**config.mk**
```make
export PLATFORM = sky130hd
export DESIGN_NAME = meatsquare_datapath
export DESIGN_NICKNAME = d
export VERILOG_FILES = /design/src/rtl/meatsquare_datapath.sv
export SDC_FILE = /design/constraint.sdc
export NUM_CORES = 1
export LEC_CHECK = 0
export BUFFER_PORTS_ARGS = -buffer_cell sky130_fd_sc_hd__clkbuf_2
export CAP_MARGIN = 20
export CORE_UTILIZATION = 30
export CTS_CLUSTER_DIAMETER = 100
export DETAILED_ROUTE_END_ITERATION = 8
export PLACE_DENSITY = 0.44
export SYNTH_ARGS = -nofsm -noshare
export SYNTH_HDL_FRONTEND = slang
export SYNTH_SLANG_ARGS = --single-unit
```
**constraint.sdc**
```tcl
create_clock -name clock -period 5.9 [get_ports clock]
set_clock_uncertainty 0.2 [all_clocks]
set_input_delay 0.885 -clock clock [delete_from_list [all_inputs] [get_ports clock]]
set_output_delay 0.885 -clock clock [all_outputs]
set_load 0.005 [all_outputs]
```
**src/rtl/meatsquare_datapath.sv**
```systemverilog
// Falling-square datapath: holds the square position, runs the frame delay
// counter and walks the square's pixels into the VGA adapter write port.
module meatsquare_datapath #(
  parameter int          SIZE        = 4,
  parameter int          X_W         = 8,
  parameter int          Y_W         = 7,
  parameter int          SCREEN_H    = 120,
  parameter int          START_X     = 78,
  parameter int          START_Y     = 0,
  parameter int          STEP        = 1,
  parameter int          FRAME_DELAY = 833333,
  parameter int          C_W         = 20,
  parameter logic [2:0]  SQ_COLOUR   = 3'b100,
  parameter logic [2:0]  BG_COLOUR   = 3'b000
) (
  input  logic           clock,
  input  logic           reset,
  input  logic           update,
  input  logic           plot,
  input  logic           draw,
  input  logic           erase,
  input  logic           reset_count,
  output logic           finish_counting,
  output logic           finish_game,
  output logic [X_W-1:0] vga_x,
  output logic [Y_W-1:0] vga_y,
  output logic [2:0]     vga_colour,
  output logic           vga_plot,
  output logic           busy
);

  localparam int             P_W   = (SIZE > 1) ? $clog2(SIZE) : 1;
  localparam int             YW1   = Y_W + 1;
  localparam logic [P_W-1:0] LAST  = P_W'(SIZE - 1);
  localparam logic [X_W-1:0] POS_X = X_W'(START_X);
  localparam logic [YW1-1:0] LIMIT = YW1'(SCREEN_H);
  localparam logic [YW1-1:0] REACH = YW1'(SIZE + STEP);

  typedef enum logic {IDLE, WALK} state_t;

  state_t         state;
  logic [Y_W-1:0] pos_y;
  logic [C_W-1:0] count;
  logic [X_W-1:0] bx;
  logic [Y_W-1:0] by;
  logic [P_W-1:0] cx, cy;
  logic [P_W-1:0] nx, ny;
  logic           mode;
  logic           command;
  logic [YW1-1:0] bottom;

  // One extra bit so the bottom edge comparison cannot wrap near SCREEN_H.
  assign bottom          = {1'b0, pos_y} + REACH;
  assign finish_game     = bottom > LIMIT;
  assign finish_counting = (count == '0);
  assign command         = plot && (draw ^ erase);

  // NOTE: sequential state uses non-blocking assignments so every register
  // samples pre-edge values; blocking here would create order-dependent races.
  always_ff @(posedge clock) begin
    if (!reset) begin
      pos_y <= Y_W'(START_Y);
    end else if (update && !finish_game) begin
      pos_y <= pos_y + Y_W'(STEP);
    end
  end

  always_ff @(posedge clock) begin
    if (!reset) begin
      count <= '0;
    end else if (reset_count) begin
      count <= C_W'(FRAME_DELAY - 1);
    end else if (count != '0) begin
      count <= count - C_W'(1);
    end
  end

  // NOTE: every variable assigned in always_comb gets a default first, so no
  // path can leave it unassigned and infer a latch.
  always_comb begin
    nx = cx + P_W'(1);
    ny = cy;
    if (cx == LAST) begin
      nx = '0;
      ny = cy + P_W'(1);
    end
  end

  // The first pixel is registered in the command cycle itself, so cx/cy
  // always name the pixel currently presented on vga_*.
  always_ff @(posedge clock) begin
    if (!reset) begin
      state      <= IDLE;
      bx         <= '0;
      by         <= '0;
      cx         <= '0;
      cy         <= '0;
      mode       <= 1'b0;
      vga_x      <= '0;
      vga_y      <= '0;
      vga_colour <= '0;
      vga_plot   <= 1'b0;
      busy       <= 1'b0;
    end else begin
      case (state)
        IDLE: begin
          if (command) begin
            state      <= WALK;
            bx         <= POS_X;
            by         <= pos_y;
            mode       <= draw;
            cx         <= '0;
            cy         <= '0;
            vga_x      <= POS_X;
            vga_y      <= pos_y;
            vga_colour <= draw ? SQ_COLOUR : BG_COLOUR;
            vga_plot   <= 1'b1;
            busy       <= 1'b1;
          end
        end
        WALK: begin
          if (cx == LAST && cy == LAST) begin
            state    <= IDLE;
            vga_plot <= 1'b0;
            busy     <= 1'b0;
          end else begin
            cx         <= nx;
            cy         <= ny;
            vga_x      <= bx + X_W'(nx);
            vga_y      <= by + Y_W'(ny);
            vga_colour <= mode ? SQ_COLOUR : BG_COLOUR;
          end
        end
      endcase
    end
  end

endmodule

```
* Yosys cells after proc, flatten, opt, wreduce, memory -nomap -nowiden
Index checks and enable logic that the tools add are counted.
** Word-level totals
- Flip-flop bits (word level) :: 60
- Input port bits :: 7
- Output and inout port bits :: 22
- Logic and storage cells :: 66
** Operators by class
- Add/subtract/negate cells :: 7
- $lt $le $gt $ge :: 1
- Eq/ne operators :: 5
- Mux-type cells :: 26
- Bitwise operators :: 3
- Reductions and logical operators :: 11
** Operators with widths (count)
- $mux W20 :: 2
- $logic_not A20 Y1 :: 1
- $reduce_bool A20 Y1 :: 1
- $sub A20 B1 Y20 const B :: 1
- $mux W8 :: 2
- $pmux W8 S2 :: 1
- $mux W7 :: 2
- $pmux W7 S2 :: 1
- $mux W3 :: 4
- $mux W2 :: 5
- $add A7 B2 Y8 :: 1
- $add A7 B3 Y8 const B :: 1
- $gt A8 B7 Y1 const B :: 1
- $pmux W2 S2 :: 2
- $add A7 B1 Y7 const B :: 1
- $add A7 B2 Y7 :: 1
- $pmux W3 S2 :: 1
- $reduce_and A2 Y1 :: 3
- $add A2 B1 Y2 const B :: 2
- $eq A2 B2 Y1 const B :: 2
- $mux W1 :: 4
- $ne A2 B2 Y1 const B :: 2
- $pmux W1 S2 :: 2
- $logic_and A1 B1 Y1 :: 3
- 6 further kinds :: 7

* Longest topological paths before layout
Gate-level depths: netlist of the first run.
- Word-level depth :: 5
- Depth in mapped cells :: 11
- Mapped depth without buffers :: 10

* Worst setup path after synthesis of the first run
Ideal clock, no wire load.
- Path type :: reg2out
- Start :: register count[0]
- End :: output port finish_counting
- Arrival :: 1.435 ns
- Required time :: 4.815 ns
- Path slack :: 3.380 ns
- Stages on the path, launching flop included :: 7
- Buffers on the path :: 0
- Cell sequence :: dfxtp_1 > inv_1 > ha_1 > nand2b_1 > nor4_2 > nand2_1 > clkinv_1
** Between the ends
- Cells in the longest elaborated chain, start to end :: 1
** RTL lines
- start, declared :: line 43 : logic [C_W-1:0] count;
- start signal, assigned :: line 72 : count <= C_W'(FRAME_DELAY - 1);
- start signal, assigned :: line 74 : count <= count - C_W'(1);
- $logic_not A20 Y1 :: line 55 : assign finish_counting = (count == '0);
- end, declared :: line 23 : output logic finish_counting,
Every way passes these cells.

* Worst setup path after layout of the first run
Ends and elaborated chain as after synthesis.

==> results of run 1 <==
[where the power goes]
part / internal (mW) / total (mW) / switching, mW
sequential: 0.385 / 0.406 / 0.0207
clock: 0.127 / 0.246 / 0.119
combinational: 0.0487 / 0.119 / 0.0702
[cells by family after synthesis]
kind of cell | after synthesis
AND/OR/NAND/NOR | 137
adder cells (fa/ha/maj) | 11
XOR/XNOR | 23
buffers and inverters | 38
multiplexers | 5
other | 1
AO/OA/AOI/OAI | 72
flip-flops | 54
[synth_stat cells, drive strengths merged]
library cell | number | area [um2]
mux2i | 3 | 30.0
nor4bb | 1 | 10.0
a31oi | 4 | 25.0
nor3b | 2 | 15.0
clkbuf | 16 | 60.1
clkinv | 2 | 7.51
a21oi | 30 | 150
nand4bb | 1 | 11.3
or2 | 1 | 8.76
xnor2 | 11 | 96.3
nor3 | 8 | 40.0
or4b | 1 | 10.0
a31o | 2 | 17.5
or4 | 5 | 42.5
buf | 9 | 61.3
and3 | 1 | 6.26
o211ai | 5 | 37.5
nor2 | 32 | 120
a211oi | 6 | 45.0
nand2b | 3 | 18.8
a32oi | 1 | 8.76
o21ai | 7 | 35.0
conb | 1 | 3.75
o211a | 1 | 10.0
nand4 | 6 | 37.5
nand2 | 44 | 165
nand3b | 4 | 30.0
inv | 11 | 41.3
ha | 10 | 125
and2 | 2 | 12.5
fa | 1 | 20.0
and4 | 2 | 17.5
nor2b | 2 | 12.5
and3b | 2 | 17.5
nand3 | 8 | 40.0
xor2 | 12 | 105
a2111oi | 4 | 41.3
nor4 | 6 | 50.0
or3 | 6 | 38.8
o21a | 7 | 52.6
dfxtp | 54 | 1080
mux2 | 2 | 22.5
a211o | 4 | 35.0
a41o | 1 | 10.0
[cell usage in the layout (no fill, tap or decap), types with 3 or more instances in the layout]
cell type  synthesis  layout
a21oi_1           30      30
nand2_1           44      44
nor3_1             8       8
mux2i_1            3       3
nand3b_1           4       4
xor2_1            12      12
clkbuf_8           0       5
dfxtp_1           54      54
o211ai_1           5       5
nand4_1            6       6
inv_1             11      11
conb_1             1       4
or4_1              3       3
o21ai_0            7       7
nand3_1            8       8
a2111oi_0          3       3
nor4_1             4       4
nand2b_1           3       3
o21a_1             7       7
clkbuf_2           0      24
a211o_1            4       4
nor2_1            32      32
a31oi_1            4       4
a211oi_1           6       6
or3_1              5       5
xnor2_1           11      11
ha_1              10      10
[sequential cells by signal (all words and copies together) (netlist names), 2 cells and up]
name	cells
vga_y	7
vga_x	4
cy	2
count	20
by	7
cx	2
pos_y	7
[path summary, 6_finish.rpt]
path                 start         endpoint  slack (ps)  depth (start not counted)
setup / recovery  count[0]  finish_counting        2660                          7
hold / removal    vga_y[6]         vga_y[6]         250                          2
setup reg to reg     cx[0]         vga_y[6]        3250                          9
hold reg to reg   vga_y[6]         vga_y[6]         250                          2
[critical path, stage by stage, from the launching register on]
cell	delay, ps
dfxtp_1	330
inv_1	120
ha_1	170
nand2b_1	90
nor4_2	600
nand2_1	200
clkinv_1	200
clkbuf_2	140
[routing by layer]
layer,vias to the layer above,GRT usage
li1,1207,-
met1,1062,0.170
met2,22,0.225
met3,2,0.0213
met4,0,0.0373
met5,-,0
[metrics by stage]
step / instances / hold WS [ps] / worst slack (ps) / utilization / cell area (um2)
after floorplan: 344 / 236 / 3380 / - / 2840
after global placement: 456 / 239 / 3030 / 0.325 / 2990
after detailed placement: 456 / 246 / 3000 / 0.325 / 2990
after CTS: 464 / 260 / 2650 / 0.337 / 3100
after global routing: 464 / 277 / 2440 / 0.337 / 3100
final: 464 / 254 / 2660 / 0.337 / 3100
[layout make-up]
cell class | count | area share
clock buffer | 6 | 0.0234
clock inverter | 2 | 0.0121
inverter | 13 | 0.0157
multi-input combinational | 252 | 0.512
sequential | 54 | 0.349
tap | 111 | 0.0448
timing repair buffer | 26 | 0.0436
==> run_results.csv, run 1 <==
group,metric,value,unit
sta,worst_slew_pin_slew,789,ps
route,viasPerCell,4.94,
final_layout,seq_area,1080,um2
pwr,power,0.771,mW
yosys,yosysUniqueCellTypes,51,
yosys,synth_warnings,0,
run_status,status,"finished, violations left",
clock_network,clockBufferDepth,2,
route,ant_nets,0,
final_layout,nNetsFinal,370,
route,wl,6180,um
yosys,synthAdderAreaFrac,0.0514,
yosys,syn_inst,341,
floorplan,core,9200,um2
yosys,synth_top_family_by_area,"simple AND/OR/NAND/NOR gates",
run_status,violations,"design-rule violations",
final_layout,n_antenna_cell,0,
floorplan,pin_count,29,
grt,grt_pass1_vias,2138,
yosys,synthXorXnorAreaFrac,0.0713,
grt,grt_pass1_wl,10300,um
final_layout,n_fill_cell,988,
pwr,peakVddDrop,97.9,uV
clock_network,cts_made_buffers,5,
critical_path,cp_max_fo,10,
place,gp_congestion,0.772,
grt,grt_remaining_overflow,0,
clock_network,hold_buffers,0,
route,maxUsedRoutingLayer,"met4",
floorplan,die-area,9810,um2
route,avgRoutedWirePerCell,13.3,um
place,io_buffer_count,24,
sta,rsz0062_at_grt,"no",
yosys,ys_seq_area_frac,0.382,
clock_network,path_clk_slew,100,ps
yosys,syn_area,2830,um2
pwr,cellPowerDensity,249,nW/um2
yosys,syn_area_per_cell,8.29,um2
final_layout,syn_to_final_growth,9.69,%
clock_network,ctsResizeCount,0,
sta,max_freq,309,MHz
clock_network,cts_setup_buffers,0,
route,drt_iter0_markers,59,
yosys,synth_compound_area_frac,0.166,
final_layout,layout-drive-gt1-share,0.127,
critical_path,cp-end-kind,"output port",
route,routed-wl-met3,126,um
place,hpwlAfterDp,4380,um
clock_network,clock_sinks,54,
yosys,synth-seq-cells,54,
clock_network,htreeDepth,2,
critical_path,start_kind,"flip-flop",
clock_network,cts_tree,"yes",
sta,setup_viol,0,
route,drcViolationCount,2,
route,drt-met1-wl,3060,um
clock_network,clkLatencyLatePin,300,ps
route,drt_first_pass_iters,6,
yosys,synth_mux_area_frac,0.0186,
route,dr_wl_met2,2960,um
pwr,leakage,1.15,nW
sta,min_period,3240,ps
yosys,yosys.area_share.simple,0.249,
grt,grt_max_degree,24,
run,drv_cap,0,
critical_path,path_class,"flip-flop to output port",
sta,slew_viol_final,0,
floorplan,die_x,99.1,um
route,vias,2293,
floorplan,start_util,0.307,
sta,final.setup.tns,0,ps
final_layout,multi_input_area,1590,um2
grt,grt_use_total,0.131,
sta,finalHoldViolCount,0,
floorplan,die_h,99.1,um
floorplan,row_count,35,
clock_network,cts-root-buf,"clkbuf_8",
critical_path,worstPathArrival,2150,ps
min_path,hold_path_class,"flip-flop to flip-flop",
sta,fin_crit_sh,0.549,
sta,relSlewSlack,0.469,
grt,antenna_found_initial,0,
critical_path,required,4820,ps
(Power assumes the default switching activity.)
==> inputs of run 2 (changes only) <==
==> constraint.sdc (replaced) <==
create_clock -name clock -period 3 [get_ports clock]
set_clock_uncertainty 0.2 [all_clocks]
set_input_delay 0.45 -clock clock [delete_from_list [all_inputs] [get_ports clock]]
set_output_delay 0.45 -clock clock [all_outputs]
set_load 0.005 [all_outputs]
==> run 2 against run 1 <==
Net effect: the flow still finishes with violations (design-rule violations); core utilization grew 0.30 points; cell count grew 1.1%; largest cell class unchanged; critical path depth shrank 2; highest routed layer unchanged; register-to-register slack lost 2800 ps; die area is the same; cell area grew 0.89%; flip-flop and latch count is the same; critical endpoint unchanged; non-clock buffer count grew 5.
==> run_results.csv, run 2 (synthesized netlist as in run 1, its figures left out) <==
group,metric,value,unit
floorplan,die_x,99.1,um
critical_path,cp_max_fo,10,
grt,antenna_found_initial,0,
final_layout,n_fill_cell,995,
sta,worst_slew_pin_slew,680,ps
grt,grt_use_total,0.137,
sta,finalHoldViolCount,0,
clock_network,cts_tree,"yes",
pwr,leakage,1.17,nW
critical_path,crit_slowest_cell,"and4_1",
route,avgRoutedWirePerCell,13.6,um
floorplan,die-area,9810,um2
grt,grt_max_degree,36,
critical_path,critPathMaxStageDelay,470,ps
sta,final.setup.tns,0,ps
sta,setup_viol,0,
final_layout,syn_to_final_growth,10.7,%
pwr,cellPowerDensity,474,nW/um2
floorplan,pin_count,29,
final_layout,layout_commonest_cell,"dfxtp_1",
min_path,hold_path_class,"input port to flip-flop",
sta,max_freq,381,MHz
place,io_buffer_count,24,
clock_network,htreeDepth,2,
place,hpwlAfterDp,4470,um
critical_path,path_delay_family,"simple AND/OR/NAND/NOR gates",
floorplan,core,9200,um2
final_layout,largest_register_ffs,20,
final_layout,nNetsFinal,375,
clock_network,clockBufferDepth,2,
critical_path,required,2350,ps
final_layout,mostFrequentLayoutCells,"dfxtp_1, nand2_1, nor2_1",
floorplan,row_count,35,
clock_network,cts_setup_buffers,0,
critical_path,start_kind,"flip-flop",
floorplan,die_h,99.1,um
critical_path,cp_cell_sequence,"nor4_1, and4_1, nand2_1, clkinv_1, clkbuf_2",
sta,fin_crit_sh,0.875,
run,drv_cap,0,
place,gp_congestion,0.739,
clock_network,cts-root-buf,"clkbuf_8",
route,drcViolationCount,2,
clock_network,ctsResizeCount,0,
clock_network,hold_buffers,0,
pwr,seqPwrFrac,0.540,
sta,slew_viol_final,0,
grt,grt_pass1_vias,2201,
route,viasPerCell,4.96,
route,drt_iter0_markers,95,
critical_path,path_class,"flip-flop to output port",
clock_network,clkLatencyLatePin,310,ps
final_layout,n_antenna_cell,0,
run_status,status,"finished, violations left",
sta,rsz0062_at_grt,"no",
pwr,p_int,1.05,mW
sta,relSlewSlack,0.542,
final_layout,final_util,0.340,
critical_path,worstPathArrival,1980,ps
pwr,comb_power_share,0.163,
sta,min_period,2630,ps
run_status,violations,"design-rule violations",
route,ant_nets,0,
pwr,peakVddDrop,210,uV
clock_network,path_clk_slew,100,ps
clock_network,cts_made_buffers,5,
grt,grt_remaining_overflow,0,
floorplan,start_util,0.307,
route,drt_first_pass_iters,6,
grt,grt_pass1_wl,10900,um
critical_path,cp-end-kind,"output port",
final_layout,regMostFlops,"count",
pwr,p_sw_frac,0.291,
critical_path,path_buf_inv,2,
clock_network,clock_sinks,54,
pwr,p_clk_frac,0.297,
route,vias,2327,
route,wl,6370,um
pwr,p_switching,0.431,mW
final_layout,layout-drive-gt1-share,0.142,
==> run 2: path summary, 6_finish.rpt <==
path	to	from	depth (start not counted)	slack [ps]
setup / recovery	finish_counting	count[9]	5	370
setup reg to reg	vga_y[6]	cx[0]	9	430
hold / removal	mode	draw	3	190
hold reg to reg	vga_y[1]	vga_y[1]	2	260
==> run 2: layer usage <==
layer	routed length, um	track usage
met5	0	0
met4	76	0.0407
met3	116	0.0234
met2	2900	0.225
met1	3280	0.184
==> run 2: final cells by class <==
type	instances	area, um2	share of cell area
Clock inverter	2	17.5	0.00560
Timing Repair Buffer	31	173	0.0552
Clock buffer	6	82.6	0.0264
Tap cell	111	139	0.0444
Multi-Input combinational cell	252	1590	0.507
Sequential cell	54	1080	0.346
Inverter	13	48.8	0.0156
==> run 2: tightest hold or removal path: stages <==
cell	delay (ps)
clkbuf_2	100
nand2_1	60
a21oi_1	50
==> run 2: power by group through the flow <==
stage	combinational [mW]	clock, mW	sequential (mW)
3_5_place_dp	0.245	0	0.817
2_1_floorplan	0.180	0	0.807
5_1_grt	0.274	0.495	0.808
6_report	0.242	0.440	0.801
3_3_place_gp	0.245	0	0.817
4_1_cts	0.247	0.465	0.801
==> run 2: through the flow <==
step	hold WS (ps)	setup slack, ps	power, mW	std cells	area [um2]
4_1_cts	175	358	1.51	469	3130
3_5_place_dp	244	466	1.06	461	3030
2_1_floorplan	236	538	0.987	344	2840
3_3_place_gp	240	489	1.06	461	3030
5_1_grt	187	152	1.58	469	3130
6_report	185	374	1.48	469	3130
==> inputs of run 3 (changes only) <==
--- a/config.mk
+++ b/config.mk
@@ -7,6 +7,7 @@
 export LEC_CHECK = 0
 export BUFFER_PORTS_ARGS = -buffer_cell sky130_fd_sc_hd__clkbuf_2
 export CAP_MARGIN = 20
+export CORE_ASPECT_RATIO = 0.6
 export CORE_UTILIZATION = 30
 export CTS_CLUSTER_DIAMETER = 100
 export DETAILED_ROUTE_END_ITERATION = 8
==> run 3 against run 2 <==
Net effect: the run now ends clean; sequential share of layout area decreased by 0.94 points; critical path type is now flip-flop to flip-flop; critical endpoint is now vga_y[6]; global-route usage increased by 0.64 points; clock-buffer cell count decreased by 1; register-to-register slack got worse by 60 ps; non-clock buffer count unchanged; first-iteration DRC count increased by 11%; worst hold slack improved by 23 ps; power increased by 15%; flip-flop and latch count unchanged.
==> run_results.csv, run 3 (synthesized netlist as in run 1, its figures left out) <==
group,metric,value,unit
grt,antenna_found_initial,0,
place,io_buffer_count,24,
route,wl,6680,um
sta,min_period,2630,ps
route,vias,2328,
pwr,peakVddDrop,258,uV
pwr,cellPowerDensity,531,nW/um2
pwr,leakage,1.20,nW
final_layout,nNetsFinal,375,
critical_path,reg2reg_to,"vga_y[6]",
floorplan,core,9160,um2
final_layout,syn_to_final_growth,13.8,%
critical_path,reg2reg_from,"cx[0]",
grt,grt_pass1_wl,10900,um
final_layout,n_antenna_cell,0,
floorplan,row_count,27,
sta,finalHoldViolCount,0,
run,drv_cap,0,
final_layout,multi_input_area,1590,um2
run_status,status,"finished, final reports clean",
clock_network,htreeDepth,2,
sta,relSlewSlack,0.569,
floorplan,start_util,0.309,
sta,final.setup.tns,0,ps
critical_path,worstPathArrival,2660,ps
place,gp_congestion,0.735,
place,hpwlAfterDp,4900,um
sta,fin_crit_sh,0.878,
route,avgRoutedWirePerCell,13.7,um
final_layout,largest_register_ffs,20,
critical_path,cp-end-kind,"flip-flop",
sta,slew_viol_final,0,
final_layout,layout-drive-gt1-share,0.140,
critical_path,required,3020,ps
critical_path,rrSetupSlack,370,ps
clock_network,cts_made_buffers,5,
sta,worst_slew_pin_slew,640,ps
clock_network,cts_tree,"yes",
clock_network,ctsResizeCount,0,
sta,rsz0062_at_grt,"no",
route,ant_nets,0,
clock_network,hold_buffers,0,
route,drt_iter0_markers,105,
grt,grt_pass1_vias,2051,
floorplan,pin_count,29,
pwr,power,1.71,mW
floorplan,die_h,77.2,um
critical_path,cp_max_fo,6,
clock_network,clock_sinks,54,
min_path,hold_path_class,"input port to flip-flop",
sta,max_freq,380,MHz
clock_network,clockBufferDepth,2,
floorplan,die-area,9830,um2
clock_network,cts_setup_buffers,0,
clock_network,path_clk_slew,80,ps
grt,grt_max_degree,37,
route,drt_first_pass_iters,4,
final_layout,n_fill_cell,977,
floorplan,die_x,127,um
critical_path,start_kind,"flip-flop",
critical_path,reg2regPathDepth,9,
sta,setup_viol,0,
clock_network,cts-root-buf,"clkbuf_16",
grt,grt_remaining_overflow,0,
final_layout,seq_area,1080,um2
critical_path,critical_path.endpoint,"vga_y[6]",
final_layout,layout_commonest_cell,"dfxtp_1",
route,drcViolationCount,0,
critical_path,path_class,"flip-flop to flip-flop",
final_layout,mostFrequentLayoutCells,"dfxtp_1, nand2_1, nor2_1",
clock_network,clkLatencyLatePin,300,ps
sta,hold_ws,209,ps
final_layout,regMostFlops,"count",
critical_path,crit_path_start,"cx[0]",
route,viasPerCell,4.78,
grt,grt_use_total,0.143,
run 3: cell count changes in the layout (fill, tap and decap cells not counted), sizes merged:
cell	delta
bufinv	+1
clkbuf	-1
clkinv	-1
run 3: where the power goes:
group	switching [mW]	internal (mW)
Combinational	0.141	0.103
Clock	0.269	0.391
Sequential	0.0445	0.758
Total	0.454	1.25
run 3: final cells by class:
type                            instances  area share
Timing Repair Buffer                   31      0.0537
Inverter                               13      0.0152
Multi-Input combinational cell        252       0.493
Clock buffer                            5      0.0389
Clock inverter                          2      0.0121
Sequential cell                        54       0.336
Tap cell                              130      0.0506
run 3: how the worst min path moves through the flow:
stage,from,end,slack [ps],depth (start not counted)
after global placement,vga_y[1],vga_y[1],240,2
after CTS,draw,mode,200,3
after detailed placement,vga_y[4],vga_y[4],250,2
after global routing,draw,mode,210,3
after floorplan,mode,mode,240,2
final,draw,mode,210,3
run 3: through the flow:
step | utilization | setup slack, ps | area [um2] | cells
finish | 0.351 | 367 | 3220 | 487
global route | 0.351 | 123 | 3220 | 487
CTS | 0.351 | 362 | 3220 | 487
detailed placement | 0.333 | 401 | 3050 | 480
global placement | 0.333 | 470 | 3050 | 480
floorplan | - | 538 | 2840 | 344
run 3: per-layer routing:
layer  vias up  GRT usage  routed length, um
li1       1226          -                  -
met1      1067      0.233               4070
met2        33      0.179               2350
met3         2     0.0363                243
met4         0     0.0286                 21
met5         -          0                  0
run 3: worst max-delay path, cell delays in order, from the launching register on:
cell and delay, ps:
dfxtp_1 390, ha_1 300, xor2_1 190, ha_1 200, inv_1 60, fa_1 420
nor3b_1 290, xnor2_1 100, a211o_1 290, a21oi_1 130
